File: src/rtl/spi_master_param.sv
// Parametrised SPI master: DW-bit words, CLK_DIV clk cycles per SCK half-period, per-transfer CPOL/CPHA, NSS selects.
// Optional macro SPI_LOOPBACK_EN: receive register samples the internal MOSI instead of the MISO pin.
module spi_master_param #(
   parameter  int unsigned DW      = 8,
   parameter  int unsigned CLK_DIV = 4,
   parameter  int unsigned NSS     = 2,
   localparam int unsigned SW      = (NSS > 1) ? $clog2(NSS) : 1
) (
   input  logic           clk,
   input  logic           rst_n,
   input  logic [DW-1:0]  din,
   input  logic           en,
   input  logic           cpol,
   input  logic           cpha,
   input  logic [SW-1:0]  ss_idx,
   input  logic           MISO,
   output logic           MOSI,
   output logic           SCK,
   output logic [NSS-1:0] SS,
   output logic           busy,
   output logic [DW-1:0]  dout,
   output logic           valid
);
   localparam int unsigned CW = (CLK_DIV > 1) ? $clog2(CLK_DIV) : 1;
   localparam int unsigned NE = 2 * DW;
   localparam int unsigned EW = $clog2(NE + 1);

   typedef enum logic [2:0] {S_IDLE, S_SETUP, S_SHIFT, S_HOLD, S_DONE} state_e;

   state_e         state_q, state_d;
   logic [CW-1:0]  cnt_q, cnt_d;
   logic [EW-1:0]  ecnt_q, ecnt_d;
   logic [DW-1:0]  tx_q, tx_d;
   logic [DW-1:0]  rx_q, rx_d;
   logic [DW-1:0]  dout_q, dout_d;
   logic [NSS-1:0] ss_q, ss_d;
   logic           cpol_q, cpol_d;
   logic           cpha_q, cpha_d;
   logic           sck_q, sck_d;
   logic           mosi_q, mosi_d;
   logic           busy_q, busy_d;
   logic           valid_q, valid_d;
   logic           rx_bit_c;
   logic           tick_c;
   logic [EW-1:0]  ecnt_n_c;

`ifdef SPI_LOOPBACK_EN
   logic unused_miso;
   assign unused_miso = MISO;
   assign rx_bit_c    = mosi_q;
`else
   assign rx_bit_c    = MISO;
`endif

   assign tick_c   = (cnt_q == CW'(CLK_DIV - 1));
   assign ecnt_n_c = ecnt_q + EW'(1);

   // Next-state and registered-output logic; ecnt_n_c is the number of the SCK edge taken on this tick.
   always_comb begin
      state_d = state_q;
      cnt_d   = cnt_q;
      ecnt_d  = ecnt_q;
      tx_d    = tx_q;
      rx_d    = rx_q;
      dout_d  = dout_q;
      ss_d    = ss_q;
      cpol_d  = cpol_q;
      cpha_d  = cpha_q;
      sck_d   = sck_q;
      mosi_d  = mosi_q;
      busy_d  = busy_q;
      valid_d = 1'b0;
      unique case (state_q)
         S_IDLE, S_DONE: begin
            state_d = S_IDLE;
            busy_d  = 1'b0;
            ss_d    = '1;
            sck_d   = cpol_q;
            mosi_d  = 1'b0;
            if (en) begin
               state_d = S_SETUP;
               busy_d  = 1'b1;
               cnt_d   = '0;
               ecnt_d  = '0;
               tx_d    = din;
               rx_d    = '0;
               cpol_d  = cpol;
               cpha_d  = cpha;
               sck_d   = cpol;
               mosi_d  = cpha ? 1'b0 : din[DW-1];
               for (int i = 0; i < NSS; i++) begin
                  ss_d[i] = (32'(ss_idx) != 32'(i));
               end
            end
         end
         S_SETUP, S_SHIFT: begin
            cnt_d = cnt_q + CW'(1);
            if (tick_c) begin
               cnt_d   = '0;
               ecnt_d  = ecnt_n_c;
               sck_d   = ~sck_q;
               state_d = (ecnt_n_c == EW'(NE)) ? S_HOLD : S_SHIFT;
               if (ecnt_n_c[0] != cpha_q) begin
                  rx_d = {rx_q[DW-2:0], rx_bit_c};
               end else if (cpha_q) begin
                  mosi_d = tx_q[DW-1];
                  tx_d   = tx_q << 1;
               end else if (ecnt_n_c != EW'(NE)) begin
                  mosi_d = tx_q[DW-2];
                  tx_d   = tx_q << 1;
               end
            end
         end
         S_HOLD: begin
            cnt_d = cnt_q + CW'(1);
            if (tick_c) begin
               state_d = S_DONE;
               cnt_d   = '0;
               busy_d  = 1'b0;
               ss_d    = '1;
               valid_d = 1'b1;
               dout_d  = rx_q;
               mosi_d  = 1'b0;
               sck_d   = cpol_q;
            end
         end
         default: state_d = S_IDLE;
      endcase
   end

   always_ff @(posedge clk) begin
      if (!rst_n) begin
         state_q <= S_IDLE;
         cnt_q   <= '0;
         ecnt_q  <= '0;
         tx_q    <= '0;
         rx_q    <= '0;
         dout_q  <= '0;
         ss_q    <= '1;
         cpol_q  <= 1'b0;
         cpha_q  <= 1'b0;
         sck_q   <= 1'b0;
         mosi_q  <= 1'b0;
         busy_q  <= 1'b0;
         valid_q <= 1'b0;
      end else begin
         state_q <= state_d;
         cnt_q   <= cnt_d;
         ecnt_q  <= ecnt_d;
         tx_q    <= tx_d;
         rx_q    <= rx_d;
         dout_q  <= dout_d;
         ss_q    <= ss_d;
         cpol_q  <= cpol_d;
         cpha_q  <= cpha_d;
         sck_q   <= sck_d;
         mosi_q  <= mosi_d;
         busy_q  <= busy_d;
         valid_q <= valid_d;
      end
   end

   assign MOSI  = mosi_q;
   assign SCK   = sck_q;
   assign SS    = ss_q;
   assign busy  = busy_q;
   assign dout  = dout_q;
   assign valid = valid_q;

endmodule

File: config.mk
export PLATFORM = sky130hd
export DESIGN_NAME = spi_master_param
export DESIGN_NICKNAME = d
export VERILOG_FILES = /design/src/rtl/spi_master_param.sv
export SDC_FILE = /design/constraint.sdc
export NUM_CORES = 1
export LEC_CHECK = 0
export CAP_MARGIN = 20
export CORE_MARGIN = 8
export CORE_UTILIZATION = 50
export CTS_CLUSTER_SIZE = 8
export DETAILED_ROUTE_END_ITERATION = 10
export GPL_ROUTABILITY_DRIVEN = 0
export PLACE_DENSITY = 0.71
export SLEW_MARGIN = 10
export SYNTH_ARGS = -nofsm -noshare
export SYNTH_HDL_FRONTEND = slang
export SYNTH_SLANG_ARGS = --single-unit
File: constraint.sdc
create_clock -name clk -period 2.4 [get_ports clk]
set_clock_uncertainty 0.15 [all_clocks]
set_input_delay 0.24 -clock clk [delete_from_list [all_inputs] [get_ports clk]]
set_output_delay 0.24 -clock clk [all_outputs]
set_load 0.005 [all_outputs]
# == Word-level counts from Yosys, hierarchy flattened ==
# Index checks and enable logic that the tools add are counted.
# word_totals
elab_cells,89
register_bits,42
inputBits,15
# op_classes
n_bitwise,2
n_reduce_logical,19
n_eq_ne,14
addsub,2
muxes,39
# ops
op,n
$mux W8,8
$pmux W8 S2,2
$mux W1,14
$reduce_and A2 Y1,6
$mux W5,2
$ne A2 B2 Y1 const B,5
$pmux W5 S2,1
$reduce_and A5 Y1,2
$pmux W3 S3,1
$mux W2,4
$pmux W2 S2,2
$eq A3 B2 Y1 const B,2
$mux W3,2
$pmux W1 S3,2
$reduce_and A3 Y1,2
$reduce_bool A2 Y1,3
$add A5 B1 Y5 const B,1
$eq A5 B5 Y1 const B,1
$ne A5 B5 Y1 const B,1
$reduce_and A4 Y1,1
$reduce_or A2 Y1,2
$eq A3 B1 Y1 const B,1
$eq A3 B3 Y1 const B,1
$logic_not A3 Y1,1
other kinds (8),9

# == Depth between registers and ports, before layout ==
# logic_depth
ltp_word,7
mapped_depth,7

# == Least setup slack after synthesis ==
# No wires, ideal clock.
# synth_path
kind,register to register
start,register cnt_q[0]
end,register tx_q[0]
t_arrival_ns,1.589
path_stages_with_launch,8
path_slack_ns,0.543
setup_time_ns,0.117
synth_period_minus_slack_ns,1.857
cell_sequence,dfxtp_1 -> ha_1 -> buf_2 -> and2b_1 -> mux2i_1 -> o22ai_2 -> nand3_4 -> a32o_1
# synth_via
elab_chain_len,3
# synth_rtl
element,line_no,source
"start, declared",31,"logic [CW-1:0] cnt_q, cnt_d;"
"start signal, assigned",148,cnt_q <= cnt_d;
$eq A2 B2 Y1,55,assign tick_c = (cnt_q == CW'(CLK_DIV - 1));
named net tick_c,44,logic tick_c;
$ne A2 B2 Y1 (no line),n/a,
$reduce_and A5 Y1 (no line),n/a,
"end signal, assigned",150,tx_q <= tx_d;
"end, declared",33,"logic [DW-1:0] tx_q, tx_d;"
# The timed path passes the listed nets, and every way through them passes these cells.
# A chain may end at the register's enable or synchronous reset.

# == Final worst setup path ==
# Ends and elaborated chain as after synthesis.

==> summary by stage <==
Run status
The run finished with clean final reports.

Timing
The final hold slack is 0.3131 ns. Timing would allow up to about 480 MHz. Dividing the final minimum period by the clock period gives 0.8633. The time the worst path needs with I/O delays and setup is 2.072 ns. The final-layout setup total negative slack is 0 ns. The final-report setup violation count is 0. At the pin with the least slew margin, the transition time is 0.4849 ns. The final number of max-transition violations was 0. The count of final hold-check violations was 0. Setup repair after global routing left no endpoint under its margin. The worst relative slew slack is 0.6757.

Power
The power per standard cell area is 584.7 nW/um^2. The maximum resistive drop on vdd is 0.4133 mV. Summed over all cells, the static leakage comes to between 0.9 and 1 nW. The total power is roughly 1.5 mW.

Logic synthesis
The total nets after synthesis is 243. Each instance of the synthesized netlist takes up on average 9.431 um^2. The count of distinct cell types in the synthesized netlist is 51. In this run the cell area of the synthesized design comes to 2122 um^2.

The number of register bits inferred by synthesis is 42. The share of synthesized area occupied by flip-flops and latches is 0.3962. Yosys printed 0 warnings.

The fraction of synthesis flops using an asynchronous set or reset pin is 0. Synthesis produced 225 cells. The dominant register cell in the synthesized netlist is sky130_fd_sc_hd__dfxtp_1. Counting flops with a built-in enable in the synthesized netlist gives 0.

Placement
The instance area after placement is 2439 um^2. The wire-length estimate of the detail-placed layout is 2991 um. The number of port buffers is 28.

Clock tree
The number of buffers on the longest clock path is 2. After clock tree synthesis, the clock-pin slew on the worst setup and hold paths is 0.08 ns. The clock drives 42 sinks.

Once the clock tree was built, the setup fixing pass inserted 0 buffers. The post-CTS resize count is 0. The insertion delay of the later-clocked pin in the worst-skew pair is 0.29 ns. CTS built an H-tree with a depth of 2. The number of clock buffers inserted by TritonCTS is 5. Buffers inserted to repair hold after CTS numbered 0. The clock tree from TritonCTS is done. The root buffer selected by CTS is sky130_fd_sc_hd__clkbuf_8.

Worst setup path
The endpoint kind of the worst setup timing path is a flip-flop. The worst-case register-to-register setup slack is approximately 0.33 ns. The data arrival time of the worst path is ~2.1 ns. The capture instance of the worst register-to-register path is tx_q[0]. The worst register-to-register path has a depth of 6. The startpoint identified for the worst register-to-register timing path is cnt_q[0].

The start-to-end type of the worst setup path is flip-flop to flip-flop. The largest driver fanout on the critical path is 8. The sort of element at the start of the critical path is a flip-flop. The critical path data required time is roughly 2.4 ns.

In this run the worst setup path begins at cnt_q[0].

Layout
For this run, the post-layout net count is between 200 and 300. After routing the design area is 2547 um^2. The share of cells above drive strength 1 is 0.1220. The final antenna diode count is 0. Compared with the post-synthesis result, the final layout area differs by 20.05%.

Route
The post-detailed-routing wire length is 4070 um. The first-pass detailed-route iteration total is 4. The iteration-0 DRC count of the detailed router is 76. The post-route DRC violation count is 0. The number of vias per cell is 5.227. Dividing the detail-routed wire length by the instance count gives 13.39 um. The post-detailed-route count of antenna-violating nets is 0.

The routed layout has 1589 vias.

GRT
Across every metal layer, demand over resource in global routing totals 0.1331. The first global-routing pass estimated 6969 um of wire. The via count of the first global-routing pass was 1536. The initial antenna violation count is 0. The total grt overflow is 0. Entering global routing, the biggest net connects 18 pins.

Floorplanning
The boundary pin count is 29. The number of cell rows is 23. The die covers 6585 um^2. The initial standard-cell utilization of the core is 0.5230. Measured along the y axis, the die boundary spans 81.15 um. The core region is 4058 um^2. The die is 81.15 um wide.

Hold path
The worst hold path was traced through 2 stages. The path category of the worst min-delay check is flip-flop to flip-flop. In this run the most critical hold path is launched from tx_q[1]. The destination of the worst hold path is tx_q[1].

Flow run
Max-cap violations in this run came to 0.
kinds of logic after synthesis:
family          synth area share
mux                       0.1498
fa+ha+maj                0.01769
buf+inv                  0.03538
compound gates            0.1327
xor+xnor                 0.01592
simple gates              0.2524
flops                     0.3962
cells in the final DEF (no fill, tap or decap), types with 3 or more instances in the layout:
cell type,n
sky130_fd_sc_hd__nor2b_1,13
sky130_fd_sc_hd__a21boi_0,11
sky130_fd_sc_hd__nand2_1,40
sky130_fd_sc_hd__clkbuf_8,5
sky130_fd_sc_hd__nand3_1,4
sky130_fd_sc_hd__nand2b_1,3
sky130_fd_sc_hd__o21ai_0,5
sky130_fd_sc_hd__clkdlybuf4s50_1,28
sky130_fd_sc_hd__buf_4,6
sky130_fd_sc_hd__dfxtp_1,42
sky130_fd_sc_hd__nor2_1,7
sky130_fd_sc_hd__ha_1,3
sky130_fd_sc_hd__mux2i_1,22
sky130_fd_sc_hd__and2_1,14
sky130_fd_sc_hd__nor3b_1,3
sky130_fd_sc_hd__mux2_4,5
cell usage after synthesis (2+ instances only):
cell type | count | area (um^2)
sky130_fd_sc_hd__a21boi_0 | 11 | 82.58
sky130_fd_sc_hd__a21boi_1 | 2 | 15.01
sky130_fd_sc_hd__a21oi_1 | 2 | 10.01
sky130_fd_sc_hd__and2_1 | 14 | 87.58
sky130_fd_sc_hd__buf_2 | 3 | 15.01
sky130_fd_sc_hd__buf_6 | 2 | 22.52
sky130_fd_sc_hd__clkbuf_1 | 7 | 26.28
sky130_fd_sc_hd__dfxtp_1 | 42 | 840.8
sky130_fd_sc_hd__ha_1 | 3 | 37.54
sky130_fd_sc_hd__mux2_2 | 2 | 22.52
sky130_fd_sc_hd__mux2_4 | 5 | 75.07
sky130_fd_sc_hd__mux2i_1 | 22 | 220.2
sky130_fd_sc_hd__nand2_1 | 40 | 150.1
sky130_fd_sc_hd__nand2b_1 | 3 | 18.77
sky130_fd_sc_hd__nand3_1 | 4 | 20.02
sky130_fd_sc_hd__nand3b_1 | 2 | 15.01
sky130_fd_sc_hd__nor2_1 | 7 | 26.28
sky130_fd_sc_hd__nor2b_1 | 13 | 81.33
sky130_fd_sc_hd__nor3_1 | 2 | 10.01
sky130_fd_sc_hd__nor3b_1 | 3 | 22.52
sky130_fd_sc_hd__o21ai_0 | 5 | 25.02
sky130_fd_sc_hd__or3_1 | 2 | 12.51
state kept, by name (all words and copies together) (netlist names):
signal / count
busy: 1
MOSI: 1
cnt_q: 2
tx_q: 8
valid: 1
cpol_q: 1
ecnt_q: 5
cpha_q: 1
dout: 8
SCK: 1
state_q: 3
SS: 2
rx_q: 8
worst max-delay path, stage by stage (launching register included):
cell,delay (ns)
sky130_fd_sc_hd__dfxtp_1,0.36
sky130_fd_sc_hd__ha_1,0.33
sky130_fd_sc_hd__and2b_1,0.25
sky130_fd_sc_hd__mux2i_1,0.13
sky130_fd_sc_hd__o22ai_2,0.26
sky130_fd_sc_hd__nand3_4,0.20
sky130_fd_sc_hd__a32o_1,0.30
power by group:
part           total, mW  switching [mW]  internal (mW)
sequential         0.738          0.0191          0.719
clock              0.554           0.248          0.306
combinational      0.198          0.0873          0.110
cell type report:
| cell class | count | area, um^2 |
|---|---|---|
| fill | 357 | 1510 |
| multi-input combinational | 169 | 1206 |
| sequential | 42 | 840.8 |
| timing repair buffer | 34 | 325.3 |
| clock buffer | 5 | 68.82 |
| tap | 50 | 62.56 |
| clock inverter | 3 | 40.04 |
| inverter | 1 | 3.754 |
through the flow:
stage	util	setup slack, ns	instances
after floorplan	-	0.5432	225
after global placement	0.6010	0.4005	296
after detailed placement	0.6010	0.3193	296
after CTS	0.6278	0.3110	304
after global routing	0.6278	0.1776	304
final	0.6278	0.3281	304
routing by layer:
metal | wire (um) | GRT usage
met4 | 63 | 0.05357
met5 | 0 | 0
met1 | 1985 | 0.1686
met3 | 163 | 0.03201
met2 | 1856 | 0.2125
worst max-delay path by stage:
stage	end	cells past startpoint
2_1_floorplan	tx_q[0]	7
3_3_place_gp	tx_q[0]	6
3_5_place_dp	tx_q[0]	6
4_1_cts	tx_q[0]	6
5_1_grt	tx_q[0]	6
6_report	tx_q[0]	6
No activity file was read; power rests on OpenSTA's default activity.
==> RTL change 1: new RTL, same flow settings <==
Re-encode `state_e` (5 states) as one-hot, 5 bits wide.
--- a/src/rtl/spi_master_param.sv
+++ b/src/rtl/spi_master_param.sv
@@ -26,5 +26,5 @@
    localparam int unsigned EW = $clog2(NE + 1);
 
-   typedef enum logic [2:0] {S_IDLE, S_SETUP, S_SHIFT, S_HOLD, S_DONE} state_e;
+   typedef enum logic [4:0] {S_IDLE = 5'b00001, S_SETUP = 5'b00010, S_SHIFT = 5'b00100, S_HOLD = 5'b01000, S_DONE = 5'b10000} state_e;
 
    state_e         state_q, state_d;
Check against the original RTL: same outputs for any inputs over 10 cycles, from zero or initial values and one cycle with rst_n low; not proved beyond that.
==> RTL change 1 against the original RTL <==
- synthesized cell count grew 5.3%
- synthesized area shrank 0.71%
- worst setup slack lost 59 ps
- final area grew 1.6%
- critical path depth is the same
- power grew 0.62%
- sequential cell count grew 2
- wire length grew 8.8%
- largest cell class unchanged
- largest power group unchanged
==> RTL change 1: results (changes against the original RTL) <==
status: "completed"
peakVddDrop_mv: 0.660  # +60%
yosys-top-cells-count: "44 x dfxtp_1, 38 x nor2_1, 23 x nand2_1, 19 x mux2i_1, 12 x nand3_1"
gr-usage-met1: 0.192  # +0.0232
cp-endpoint: "rx_q[0]$_SDFFE_PN0P_"
drt-initial-drc-count: 62  # -18%
rrSetupSlack_ps: 270  # -60 ps
cp_slowest_cell: "or4b_1"
synth-seq-area-share: 0.418  # +0.0218
multi_input_gates: 173  # +2.4%
power_combinational_uw: 158  # -20%
crit_family: "simple AND/OR/NAND/NOR gates"
cpPeakStageDelay_ps: 500  # +140 ps
holdWs_ps: 318  # +4.73 ps
buf_share: 0.149  # +0.0212
seq_area_sq_um: 881  # +4.8%
worstReg2RegStart: "state_q[1]$_SDFFE_PN0P_"
placed_cell_area_sq_mm: 0.00247  # +1.4%
final_layout_size_suffix_gt1_frac: 0.111  # -0.0113
grt_pass1_wl_um: 7660  # +9.9%
grt_pass1_vias: 1611  # +4.9%
synth_nets: 255  # +4.9%
routedWlPerCell_um: 13.8  # +3.1%
vias_per_cell: 5.33  # +2.0%
min-delay-start: "tx_q[3]$_SDFFE_PN0P_"
routed-wl-met2_um: 1930  # +3.9%
arrival_ps: 2180  # +60 ps
fin_nets: 288  # +6.3%
dp_hpwl_um: 3200  # +7.0%
wl_met3_um: 162  # -0.61%
fin_area_sq_mm: 0.00259  # +1.6%
multi_input_area_share: 0.436  # -0.0375
synth.distinct_cells: 47  # -7.8%
RTL change 1: cell count changes after synthesis, sizes merged, moves of 6 or more:
cell,change
nand3,+7
nand2,-16
nor2,+30
mux2,-6
a22o,+8
and2,-13
nor2b,-12
a21boi,-10
RTL change 1: through the flow:
| stage | power, mW | cells | utilization | setup WS [ps] |
|---|---|---|---|---|
| global route | 1.56 | 321 | 0.643 | 161 |
| floorplan | 0.880 | 237 | - | 431 |
| finish | 1.50 | 321 | 0.643 | 270 |
| CTS | 1.51 | 321 | 0.643 | 277 |
| detailed placement | 0.942 | 313 | 0.614 | 258 |
| global placement | 0.940 | 313 | 0.614 | 278 |
RTL change 1: logic make-up after synthesis:
| family | synth area share |
|---|---|
| buffers and inverters | 0.0463 |
| multiplexers | 0.0956 |
| AND/OR/NAND/NOR | 0.236 |
| XOR/XNOR | 0.0166 |
| AO/OA/AOI/OAI | 0.170 |
| adder cells (fa/ha/maj) | 0.0178 |
| flip-flops | 0.418 |
==> RTL change 2: new RTL, config.mk and constraints unchanged <==
Without the edit above. The option `SPI_LOOPBACK_EN` is turned on by a define.
--- a/src/rtl/spi_master_param.sv
+++ b/src/rtl/spi_master_param.sv
@@ -1,4 +1,6 @@
 // Parametrised SPI master: DW-bit words, CLK_DIV clk cycles per SCK half-period, per-transfer CPOL/CPHA, NSS selects.
 // Optional macro SPI_LOOPBACK_EN: receive register samples the internal MOSI instead of the MISO pin.
+`define SPI_LOOPBACK_EN
+
 module spi_master_param #(
    parameter  int unsigned DW      = 8,
Behaviour: same outputs for any inputs over 10 cycles, from zero or initial values and one cycle with rst_n low; that may be too few to reach the edited logic, so the function may still have changed.
==> RTL change 2 against the original RTL <==
- wire length is 1.6% higher
- utilization is 0.71 points higher
- sequential cell count stayed put
- cell count is 2.6% higher
- synthesized area is 5.9% lower
- highest routed layer unchanged
- power is 0.37% higher
- final area is 2.5% lower
- worst setup slack worse by 82 ps
==> RTL change 2: results (changes against the original RTL) <==
status: "completed"
min-delay-start: "dout[1]$_SDFFE_PN0P_"
synthXorXnorAreaFrac: 0.0132  # -0.00276
cts_root_buf: "clkbuf_8"
synth_nets: 245  # +0.82%
synth_top_family_by_area: "simple AND/OR/NAND/NOR gates"
worstMarginPinSlew_ps: 471  # -13.5 ps
drt-initial-drc-count: 74  # -2.6%
cp_slowest_cell: "or4_1"
final_layout_size_suffix_gt1_frac: 0.111  # -0.0114
clockBufferDepth: 2  # unchanged
worstReg2RegStart: "ecnt_q[0]$_SDFFE_PN0P_"
async_flop_share: 0  # unchanged
clkTransAtPathRegs_ps: 80  # about the same
grt_usage: 0.138  # +0.00453
antenna_found_initial: 0  # unchanged
synth_compound_area_frac: 0.174  # +0.0409
synthAdderAreaFrac: 0.0188  # +0.00111
crit_fanout: 16  # +8
arrival_ps: 2180  # +60 ps
rrSetupSlack_ps: 250  # -80 ps
dp_hpwl_um: 3010  # +0.49%
synth-seq-area-share: 0.421  # +0.0248
synthMuxAreaShare: 0.0664  # -0.0833
fin_nets: 279  # +3.0%
hold_path.class: "reg -> reg"
numPortBuffers: 27  # -3.6%
yosys_warnings: 0  # unchanged
intPower_mw: 1.15  # +1.0%
cts_made_buffers: 5  # unchanged
p_leak_nw: 0.945  # -4.3%
synth.distinct_cells: 46  # -9.8%
whs_path_depth: 2  # unchanged
peakVddDrop_mv: 0.480  # +16%
antennaDiodeCount: 0  # unchanged
cpPeakStageDelay_ps: 400  # +40 ps
first_pass_iters: 6  # +2
r2r_end: "tx_q[1]$_SDFFE_PN0P_"
grt_max_degree: 23  # +5
grt_pass1_vias: 1587  # +3.3%
crit_family: "simple AND/OR/NAND/NOR gates"
drt_wl_total_um: 4130  # +1.6%
htree_num_levels: 2  # unchanged
grt_pass1_wl_um: 7040  # +1.1%
holdWs_ps: 313  # +0.406 ps
reg2reg_depth: 7  # +1
vias_per_cell: 5.38  # +2.8%
clock_latency_ps: 290  # about the same
min_to: "dout[1]$_SDFFE_PN0P_"
synth.area.top_cells: "dfxtp_1 42%, a21boi_0 7.1%, mux2i_1 5.5%"
yosys-top-cells-count: "42 x dfxtp_1, 26 x nand2_1, 20 x nand3_1, 19 x a21boi_0"
[RTL change 2: how the worst max path moves through the flow]
stage | from | to | slack [ps] | cells after the start
4_1_cts | ecnt_q[0]$_SDFFE_PN0P_ | tx_q[2]$_SDFFE_PN0P_ | 150 | 7
3_5_place_dp | ecnt_q[0]$_SDFFE_PN0P_ | tx_q[3]$_SDFFE_PN0P_ | 170 | 7
5_1_grt | ecnt_q[1]$_SDFFE_PN0P_ | tx_q[2]$_SDFFE_PN0P_ | 60 | 7
3_3_place_gp | ecnt_q[0]$_SDFFE_PN0P_ | tx_q[2]$_SDFFE_PN0P_ | 190 | 7
2_1_floorplan | state_q[0]$_SDFFE_PN0P_ | tx_q[4]$_SDFFE_PN0P_ | 220 | 8
6_report | ecnt_q[0]$_SDFFE_PN0P_ | tx_q[1]$_SDFFE_PN0P_ | 250 | 7
[RTL change 2: through the flow]
step                      power (mW)  setup slack, ps  instances  cell area (sq um)  utilization
after floorplan                0.887              225        227               2000            -
after global placement         0.962              195        304               2370        0.605
after detailed placement       0.964              172        304               2370        0.605
after CTS                       1.51              153        312               2480        0.633
after global routing            1.57             62.0        312               2480        0.635
final                           1.50              246        312               2480        0.635
[RTL change 2: cell type report]
cell class	instances	area [sq um]
Clock buffer	6	72.6
Clock inverter	2	37.5
Fill cell	370	1430
Inverter	2	7.51
Multi-Input combinational cell	169	1090
Sequential cell	42	842
Tap cell	50	62.6
Timing Repair Buffer	41	375
[RTL change 2: worst min-delay path, stage by stage, from the launching register on]
cell,delay [ps]
dfxtp_1,310
nand2_1,40
a21boi_0,60
[RTL change 2: logic make-up after synthesis]
group / after synthesis
AOI/OAI and AO/OA: 50
xor gates and xnor gates: 3
adders and majority gates: 3
buffers and inverters: 16
DFF: 42
muxes: 13
and+or+nand+nor: 100
[RTL change 2: what timing repair did]
action                                  4_1_cts  5_1_grt
endpoints found under the hold margin         0        0
endpoints found under the setup margin        0        8
setup buffers                                 0        0
gates resized for setup                       0        2
[RTL change 2: power groups by stage]
stage	sequential, mW	combinational (mW)	clock [mW]
2_1_floorplan	0.751	0.136	0
3_3_place_gp	0.755	0.207	0
3_5_place_dp	0.755	0.210	0
4_1_cts	0.738	0.210	0.565
5_1_grt	0.742	0.234	0.599
6_report	0.739	0.211	0.546
[RTL change 2: layer usage]
metal | track usage | vias to the layer above | routed length (um) | part of all wire
met3 | 0.0463 | 4 | 204 | 0.049
li1 | - | 872 | - | -
met2 | 0.224 | 30 | 1910 | 0.46
met4 | 0.0481 | 0 | 39 | 0.0094
met1 | 0.165 | 771 | 1980 | 0.48
met5 | 0 | - | 0 | 0
